### src/rtl/watch_pkg.sv
// ============================================================================
// Module      : watch_pkg
// Description : Shared field limits, widths and increment helper for the watch
//               time datapath.
// Revision    : 1.0 - initial release
// ============================================================================
`default_nettype none

package watch_pkg;

    localparam int MSEC_MAX = 99;
    localparam int SEC_MAX  = 59;
    localparam int MIN_MAX  = 59;
    localparam int HOUR_MAX = 23;

    localparam int MSEC_W = 7;
    localparam int SEC_W  = 6;
    localparam int MIN_W  = 6;
    localparam int HOUR_W = 5;

    localparam int DEF_CLK_FREQ_HZ = 100_000_000;
    localparam int DEF_TICK_HZ     = 100;

    typedef enum logic [1:0] {
        REQ_SEC  = 2'd0,
        REQ_MIN  = 2'd1,
        REQ_HOUR = 2'd2
    } req_e;

    // Adds up to two unit increments and wraps at maxv; sum never exceeds maxv+2.
    function automatic logic [6:0] field_next(input logic [6:0] old_v,
                                              input logic       nat,
                                              input logic       man,
                                              input logic [6:0] maxv);
        logic [7:0] s;
        s = {1'b0, old_v} + {7'd0, nat} + {7'd0, man};
        if (s > {1'b0, maxv}) begin
            s = s - ({1'b0, maxv} + 8'd1);
        end
        return s[6:0];
    endfunction

endpackage

`default_nettype wire

### src/rtl/watch_tick_gen.sv
// ============================================================================
// Module      : watch_tick_gen
// Description : Clock divider producing a registered one-cycle tick every DIV
//               clock cycles, first tick DIV cycles after reset release.
// Revision    : 1.0 - initial release
// ============================================================================
`default_nettype none

module watch_tick_gen
    import watch_pkg::*;
#(
    parameter int DIV = DEF_CLK_FREQ_HZ / DEF_TICK_HZ
) (
    input  logic clk,
    input  logic rst,
    output logic o_tick
);

    localparam int              CW     = $clog2(DIV);
    localparam logic [CW-1:0]   c_LAST = CW'(DIV - 1);

    logic [CW-1:0] cnt_q;
    logic          tick_q;

    always_ff @(posedge clk or posedge rst) begin
        if (rst) begin
            cnt_q  <= '0;
            tick_q <= 1'b0;
        end else begin
            tick_q <= (cnt_q == c_LAST);
            if (cnt_q == c_LAST) begin
                cnt_q <= '0;
            end else begin
                cnt_q <= cnt_q + 1'b1;
            end
        end
    end

    assign o_tick = tick_q;

endmodule

`default_nettype wire

### src/rtl/watch_time_dp.sv
// ============================================================================
// Module      : watch_time_dp
// Description : Centisecond/second/minute/hour counter chain with per-field
//               manual increment on request rising edges.
//               Optional auto-repeat on held requests: WATCH_AUTOREPEAT_EN.
// Revision    : 1.0 - initial release
// ============================================================================
`default_nettype none

module watch_time_dp
    import watch_pkg::*;
#(
    parameter int CLK_FREQ_HZ  = DEF_CLK_FREQ_HZ,
    parameter int TICK_HZ      = DEF_TICK_HZ,
    parameter int INIT_HOUR    = 12,
    parameter int REPEAT_DELAY = 50,
    parameter int REPEAT_RATE  = 10
) (
    input  logic                clk,
    input  logic                rst,
    input  logic                i_sec_plus,
    input  logic                i_min_plus,
    input  logic                i_hour_plus,
    output logic [MSEC_W-1:0]   o_msec,
    output logic [SEC_W-1:0]    o_sec,
    output logic [MIN_W-1:0]    o_min,
    output logic [HOUR_W-1:0]   o_hour,
    output logic                o_tick
);

    localparam logic [HOUR_W-1:0] c_INIT_HOUR = 5'(INIT_HOUR);

    if (CLK_FREQ_HZ / TICK_HZ < 2 || INIT_HOUR < 0 || INIT_HOUR > HOUR_MAX ||
        REPEAT_DELAY < 1 || REPEAT_RATE < 1) begin : g_bad_cfg
        $error("watch_time_dp: invalid parameter configuration");
    end

    logic tick;

    watch_tick_gen #(
        .DIV (CLK_FREQ_HZ / TICK_HZ)
    ) u_tick_gen (
        .clk    (clk),
        .rst    (rst),
        .o_tick (tick)
    );

    logic [2:0] req;
    logic [2:0] prev_q;
    logic [2:0] rise;
    logic [2:0] man;

    assign req  = {i_hour_plus, i_min_plus, i_sec_plus};
    assign rise = req & ~prev_q;

`ifdef WATCH_AUTOREPEAT_EN
    localparam logic [15:0] c_DELAY = 16'(REPEAT_DELAY);
    localparam logic [15:0] c_RATE  = 16'(REPEAT_RATE);

    logic [2:0] rep;

    // hold_q saturates at c_DELAY; rate_q then paces the repeat stream.
    for (genvar g = 0; g < 3; g++) begin : g_repeat
        logic [15:0] hold_q;
        logic [15:0] rate_q;

        always_ff @(posedge clk or posedge rst) begin
            if (rst) begin
                hold_q <= '0;
                rate_q <= '0;
            end else if (!req[g] || rise[g]) begin
                hold_q <= '0;
                rate_q <= '0;
            end else if (tick) begin
                if (hold_q < c_DELAY) begin
                    hold_q <= hold_q + 16'd1;
                end else if (rate_q == c_RATE - 16'd1) begin
                    rate_q <= '0;
                end else begin
                    rate_q <= rate_q + 16'd1;
                end
            end
        end

        assign rep[g] = tick && req[g] && !rise[g] &&
                        ((hold_q == c_DELAY - 16'd1) ||
                         (hold_q == c_DELAY && rate_q == c_RATE - 16'd1));
    end

    assign man = rise | rep;
`else
    assign man = rise;
`endif

    logic [MSEC_W-1:0] msec_q, msec_d;
    logic [SEC_W-1:0]  sec_q,  sec_d;
    logic [MIN_W-1:0]  min_q,  min_d;
    logic [HOUR_W-1:0] hour_q, hour_d;
    logic              nat_s, nat_m, nat_h;

    // Carries come only from the natural chain; manual increments never ripple.
    assign nat_s = tick  && (msec_q == 7'(MSEC_MAX));
    assign nat_m = nat_s && (sec_q  == 6'(SEC_MAX));
    assign nat_h = nat_m && (min_q  == 6'(MIN_MAX));

    assign msec_d = field_next(msec_q, tick, 1'b0, 7'(MSEC_MAX));
    assign sec_d  = 6'(field_next({1'b0, sec_q},  nat_s, man[REQ_SEC],  7'(SEC_MAX)));
    assign min_d  = 6'(field_next({1'b0, min_q},  nat_m, man[REQ_MIN],  7'(MIN_MAX)));
    assign hour_d = 5'(field_next({2'b0, hour_q}, nat_h, man[REQ_HOUR], 7'(HOUR_MAX)));

    always_ff @(posedge clk or posedge rst) begin
        if (rst) begin
            prev_q <= '0;
            msec_q <= '0;
            sec_q  <= '0;
            min_q  <= '0;
            hour_q <= c_INIT_HOUR;
        end else begin
            prev_q <= req;
            msec_q <= msec_d;
            sec_q  <= sec_d;
            min_q  <= min_d;
            hour_q <= hour_d;
        end
    end

    assign o_msec = msec_q;
    assign o_sec  = sec_q;
    assign o_min  = min_q;
    assign o_hour = hour_q;
    assign o_tick = tick;

endmodule

`default_nettype wire

### config.mk
export PLATFORM = sky130hd
export DESIGN_NAME = watch_time_dp
export DESIGN_NICKNAME = d
export VERILOG_FILES = /design/src/rtl/watch_pkg.sv /design/src/rtl/watch_tick_gen.sv /design/src/rtl/watch_time_dp.sv
export SDC_FILE = /design/constraint.sdc
export NUM_CORES = 1
export LEC_CHECK = 0
export BUFFER_PORTS_ARGS = -buffer_cell sky130_fd_sc_hd__buf_2
export CAP_MARGIN = 5
export CORE_MARGIN = 3
export CORE_UTILIZATION = 37
export DETAILED_ROUTE_END_ITERATION = 7
export GPL_ROUTABILITY_DRIVEN = 0
export HOLD_SLACK_MARGIN = 0.02
export MAX_ROUTING_LAYER = met4
export PLACE_DENSITY = 0.52
export SLEW_MARGIN = 20
export SYNTH_ARGS = -nofsm -noshare
export SYNTH_HDL_FRONTEND = slang
export SYNTH_SLANG_ARGS = --single-unit
export TNS_END_PERCENT = 20
### constraint.sdc
create_clock -name clk -period 4.3 [get_ports clk]
set_clock_uncertainty 0.2 [all_clocks]
set_input_delay 0.215 -clock clk [delete_from_list [all_inputs] [get_ports clk]]
set_output_delay 0.215 -clock clk [all_outputs]
set_load 0.1 [all_outputs]
# Yosys cells after proc, flatten, opt, wreduce, memory -nomap -nowiden
# Index checks and enable logic that the tools add are counted.
# classes
mux,5
bitwise,2
n_eq_ne,4
reduce_logical,3
n_addsub,12
magnitude_cmp,4
# ops
operator,count
7-bit by 1-bit adder with 8-bit output,3
6-bit by 1-bit adder with 7-bit output,3
20-bit by 1-bit adder with 20-bit output (second input constant),1
20-bit equality test (second input constant),1
20-bit 2-to-1 mux,1
8-bit by 6-bit > comparator with 1-bit output (second input constant),2
6-bit equality test (second input constant),2
6-bit 2-to-1 mux,2
6-bit subtractor (second input constant),2
8-bit by 7-bit > comparator with 1-bit output (second input constant),1
7-bit equality test (second input constant),1
7-bit by 5-bit > comparator with 1-bit output (second input constant),1
7-bit 2-to-1 mux,1
7-bit subtractor (second input constant),1
5-bit by 1-bit adder with 6-bit output,1
5-bit 2-to-1 mux,1
5-bit subtractor (second input constant),1
3-bit AND,1
1-bit logical AND,3
3-bit NOT,1
# word_totals
elab_cells,37
register_bits,48

# Depth between registers and ports, before layout
# logic_depth
word_depth,8
ltp_mapped,14
mapped_depth_nobuf,14

# By module
# Synthesis repeated with hierarchy kept, for this count alone.
# hier_totals
hier_cells,273
hier_area_um2,2755.1
# by_module_without_submodules
mod,seq_area_each_um2,cells_each,area_each_um2,n_inst
watch_time_dp,678.2,176,1757.9,1
watch_tick_gen,525.5,97,997.2,1

# Worst setup path after synthesis
# OpenSTA, ideal clock, no wires.
# synth_path
kind,flip-flop to flip-flop
from,"register msec_q[2], in the netlist o_msec[2]"
to,"register sec_q[3], in the netlist o_sec[3]"
stages_incl_launch_ff,13
required_time_ns,3.975
synth_period_minus_slack_ns,3.795
setup_slack_ns,0.505
setup_time_ns,0.125
n_path_buf,1
t_arrival_ns,3.470
cell_sequence,dfrtp_1 -> buf_2 -> nor3_1 -> and3_1 -> fa_1 -> ha_1 -> xor2_1 -> inv_1 -> ha_1 -> nand3_1 -> and2_1 -> a32oi_1 -> mux2_2
# synth_between
elab_chain_len,6
# synth_lines
item,line,text
from (decl),watch_time_dp.sv:95,"logic [MSEC_W-1:0] msec_q, msec_d;"
from (signal assigned),watch_time_dp.sv:120,msec_q <= msec_d;
7-bit equality test (*),watch_time_dp.sv:102,assign nat_s = tick && (msec_q == 7'(MSEC_MAX));
1-bit logical AND (*),watch_time_dp.sv:102,
6-bit by 1-bit adder with 7-bit output (*),watch_pkg.sv:36,"s = {1'b0, old_v} + {7'd0, nat} + {7'd0, man};"
7-bit by 1-bit adder with 8-bit output (*),watch_pkg.sv:36,
8-bit by 6-bit > comparator with 1-bit output or 6-bit subtractor (tied branches),"watch_pkg.sv:37, watch_pkg.sv:38",
6-bit 2-to-1 mux (*),watch_pkg.sv:37,"if (s > {1'b0, maxv}) begin"
named net sec_d[3],watch_time_dp.sv:96,"logic [SEC_W-1:0] sec_q, sec_d;"
to (signal assigned),watch_time_dp.sv:115,sec_q <= '0;
to (signal assigned),watch_time_dp.sv:121,sec_q <= sec_d;
to (decl),watch_time_dp.sv:96,
# The timed path passes the listed nets; every way through them passes the cells marked *.

# Worst setup path after layout
# layout_path
from,"register msec_q[6], in the netlist o_msec[6]"
to,"register hour_q[4], in the netlist o_hour[4]"
# layout_between
elab_chain_len,8
# layout_lines
item,line,text
7-bit equality test (*),watch_time_dp.sv:102,
1-bit logical AND (*),watch_time_dp.sv:102,
1-bit logical AND (*),watch_time_dp.sv:103,assign nat_m = nat_s && (sec_q == 6'(SEC_MAX));
1-bit logical AND (*),watch_time_dp.sv:104,assign nat_h = nat_m && (min_q == 6'(MIN_MAX));
5-bit by 1-bit adder with 6-bit output (*),watch_pkg.sv:36,
6-bit by 1-bit adder with 7-bit output (*),watch_pkg.sv:36,
7-bit by 5-bit > comparator with 1-bit output or 5-bit subtractor (tied branches),"watch_pkg.sv:37, watch_pkg.sv:38",
5-bit 2-to-1 mux (*),watch_pkg.sv:37,
named net hour_d[4],watch_time_dp.sv:98,"logic [HOUR_W-1:0] hour_q, hour_d;"
to (signal assigned),watch_time_dp.sv:117,hour_q <= c_INIT_HOUR;
to (signal assigned),watch_time_dp.sv:123,hour_q <= hour_d;
to (decl),watch_time_dp.sv:98,
# Marks and branches as above.

==> run metrics <==
Synth Cell Area roughly 2700 um^2; first-pass iteration count of the detailed router 6; Max Fclk between 200 and 300 MHz; # fillers 709; post-CTS setup buffers 0; site row count 30; DRT iter0 DRCs between 40 and 50; DP HPWL ~3800 um; Clock power frac 14.6%; Max FO, Critical Path 8; cts repair resizes 0; Worst Setup EP o_hour[4]; WL per Instance 13.0 um; Setup CP Type flip-flop to flip-flop; sequential area share after synthesis 43.8%; multi-input logic area about 1500 um^2; initial core utilization approximately two fifths; Final setup viols 0; r2r worst-path depth 13; first-pass GRT wire length a little over 9000 um; share of layout cells above drive strength 1 17.1%; CTS Sinks 48; leakage between 0.001 and 0.0015 uW; RSZ-0062 raised after global routing no; Post-synth EDFFs 0; synthesis warning total 0; Synth top area share between 40% and 50%; via/cell ratio around 5.2; crit path launch o_msec[6]; total CTS buffers 5; Cell variety after synth between 40 and 50; vias in the first global route approximately 2,000; switching share of power between 50% and 60%; initial antenna violation count 0; Worst R2R Start o_msec[6]; post-layout min period 3.41 ns; WP data arrival ~3.4 ns; Max-slew headroom roughly 53%; Finished Layout Cells 400; NetSw 1050 uW; largest net degree at the start of global routing slightly below 50; Yosys reg bits 48; Final Hold Fails 0; setup_tns 0 ns; clock root buffer master clkbuf_8; Util after Layout between 40% and 50%; global route overflow 0; Top Ports 30; Longest Clk Path Bufs 2; IO Port Bufs 29; run status completed; Slew @ Worst Pin roughly 0.7 ns; diodes inserted 0; Skew-Pair Late Insertion Delay approximately 0.29 ns; worst flop-to-flop path endpoint o_hour[4]; Avg Inst Size Synth 10.2 um^2; register area approximately 1200 um^2; htree depth 2; Startpoint Class flip-flop; sequential fraction of design power 34.0%; Cell Pwr Density roughly 620 nW/um^2; period utilization roughly four fifths; async set-reset flop share out of synthesis between 90% and 100%; Synth Flop Type dfrtp_1; total routed wirelength 5200 um; Max Cap Viol 0; Cell Int Power 864 uW; Die Y ~90 um; r2r setup slk approximately 0.89 ns; total die area roughly 8500 um^2; Die Wd about 92 um; worst endpoint required time between 4 and 5 ns; Reg clk slew, reported paths ~0.090 ns; Syn Nets 290; top cells by area, synth dfrtp_1 42%, ha_1 6.4%, xnor2_1 6.1%; DRT antenna net count 0; TritonCTS clock tree done; power share of the combinational group a little over 50%; vias around 2,100; Worst Hold Class flip-flop to flip-flop; max-slew violations 0; core area roughly 7000 um^2; # DRC 0; top cell type by total area after synthesis dfrtp_1; area delta synth->final 13.4%; Total Routing Usage GR 13.5%; total chip power 1920 uW; synthesized netlist cell count about 270; Layout Nets ~330; Worst setup EP type flip-flop; Peak VDD IR 307 uV; Placed Instances 388
==> power by group through the flow <==
stage / clock [uW] / sequential (uW) / combinational (uW)
floorplan: 0 / 1200 / 273
global placement: 0 / 662 / 986
detailed placement: 0 / 662 / 984
CTS: 297 / 653 / 990
global route: 309 / 672 / 1050
finish: 281 / 652 / 985
==> cells by family after synthesis <==
kind of cell | Yosys count | share of synthesized area, %
compound gates | 40 | 10.1
xor+xnor | 34 | 10.8
fa+ha+maj | 17 | 8.57
buf+inv | 14 | 2.64
flops | 48 | 43.8
mux | 5 | 1.87
simple gates | 110 | 22.2
==> stage by stage <==
stage / hold WS, ns / setup slack [ns] / instance area [um^2]
after detailed placement: 0.135 / 0.885 / 2980
after CTS: 0.297 / 0.852 / 3110
after floorplan: 0.0464 / 0.505 / 2750
after global placement: 0.138 / 0.893 / 2980
final: 0.288 / 0.888 / 3110
after global routing: 0.322 / 0.603 / 3110
==> worst min path at each step <==
stage / from / end / slack, ns / depth (start not counted)
after CTS: u_tick_gen.cnt_q[0] / u_tick_gen.cnt_q[0] / 0.30 / 1
after floorplan: i_sec_plus / prev_q[0] / 0.05 / 0
after global placement: i_hour_plus / prev_q[2] / 0.14 / 1
after global routing: u_tick_gen.cnt_q[0] / u_tick_gen.cnt_q[0] / 0.32 / 1
after detailed placement: i_hour_plus / prev_q[2] / 0.14 / 1
final: u_tick_gen.cnt_q[0] / u_tick_gen.cnt_q[0] / 0.29 / 1
==> sequential cells by signal, indices dropped and copies added (netlist names) <==
| name | count |
|---|---|
| u_tick_gen.cnt_q | 20 |
| o_msec | 7 |
| o_min | 6 |
| o_sec | 6 |
| o_hour | 5 |
| prev_q | 3 |
| u_tick_gen.o_tick | 1 |
==> critical path, cell delays in order, from the launching register on <==
cell and delay [ns]:
dfrtp_1 0.47, and3b_1 0.25, and3_1 0.20, and3_1 0.18
and2_1 0.16, fa_1 0.39, nand3_1 0.16, xor2_1 0.30
inv_1 0.08, ha_1 0.20, a41oi_1 0.25, a21oi_1 0.11
nor2_1 0.18, mux2i_1 0.20
==> Yosys cell counts (2+ instances only) <==
| cell type | number |
|---|---|
| dfrtp_1 | 46 |
| nand3_1 | 29 |
| nand2_1 | 20 |
| xnor2_1 | 19 |
| nor2_1 | 18 |
| xor2_1 | 15 |
| ha_1 | 14 |
| a21oi_1 | 12 |
| nand4_1 | 10 |
| inv_1 | 7 |
| and3_1 | 5 |
| nor2b_1 | 5 |
| o21ai_0 | 5 |
| and2_1 | 4 |
| buf_2 | 4 |
| mux2i_1 | 4 |
| fa_1 | 3 |
| nor3_1 | 3 |
| o2111ai_1 | 3 |
| o21a_1 | 3 |
| o22ai_1 | 3 |
| a31oi_1 | 2 |
| a41oi_1 | 2 |
| and3b_1 | 2 |
| buf_6 | 2 |
| dfstp_2 | 2 |
| nand3b_1 | 2 |
| o211ai_1 | 2 |
| or2_2 | 2 |
==> final cells by class <==
type | count | area share [%]
inverters | 7 | 0.844
multi-input cells | 206 | 47.2
clock buffers | 7 | 2.77
well taps | 96 | 3.86
repair buffers | 35 | 6.43
clock inverters | 1 | 0.241
flip-flops and latches | 48 | 38.7
==> metal layers <==
layer / wire, um / part of all wire [%] / global-route usage (%)
met5: 0 / 0 / -
met4: 104 / 2.0 / 5.45
met3: 184 / 3.5 / 2.87
met2: 2380 / 46 / 20.9
met1: 2520 / 49 / 17.3
==> timing repair <==
action / 4_1_cts / 5_1_grt
hold buffers: 4 / 0
endpoints found under the setup margin: 0 / 0
endpoints found under the hold margin: 49 / 0
==> placed cells by master, fill, tap and decap left out, drive strengths merged, types with 6 or more instances in the layout <==
cell,n
dfrtp,46
nand2,20
inv,7
nand4,10
xor2,15
clkbuf,7
ha,14
nand3,30
xnor2,19
a21oi,12
nor2,18
and3,6
buf,31
No activity file was read; power rests on OpenSTA's default activity.
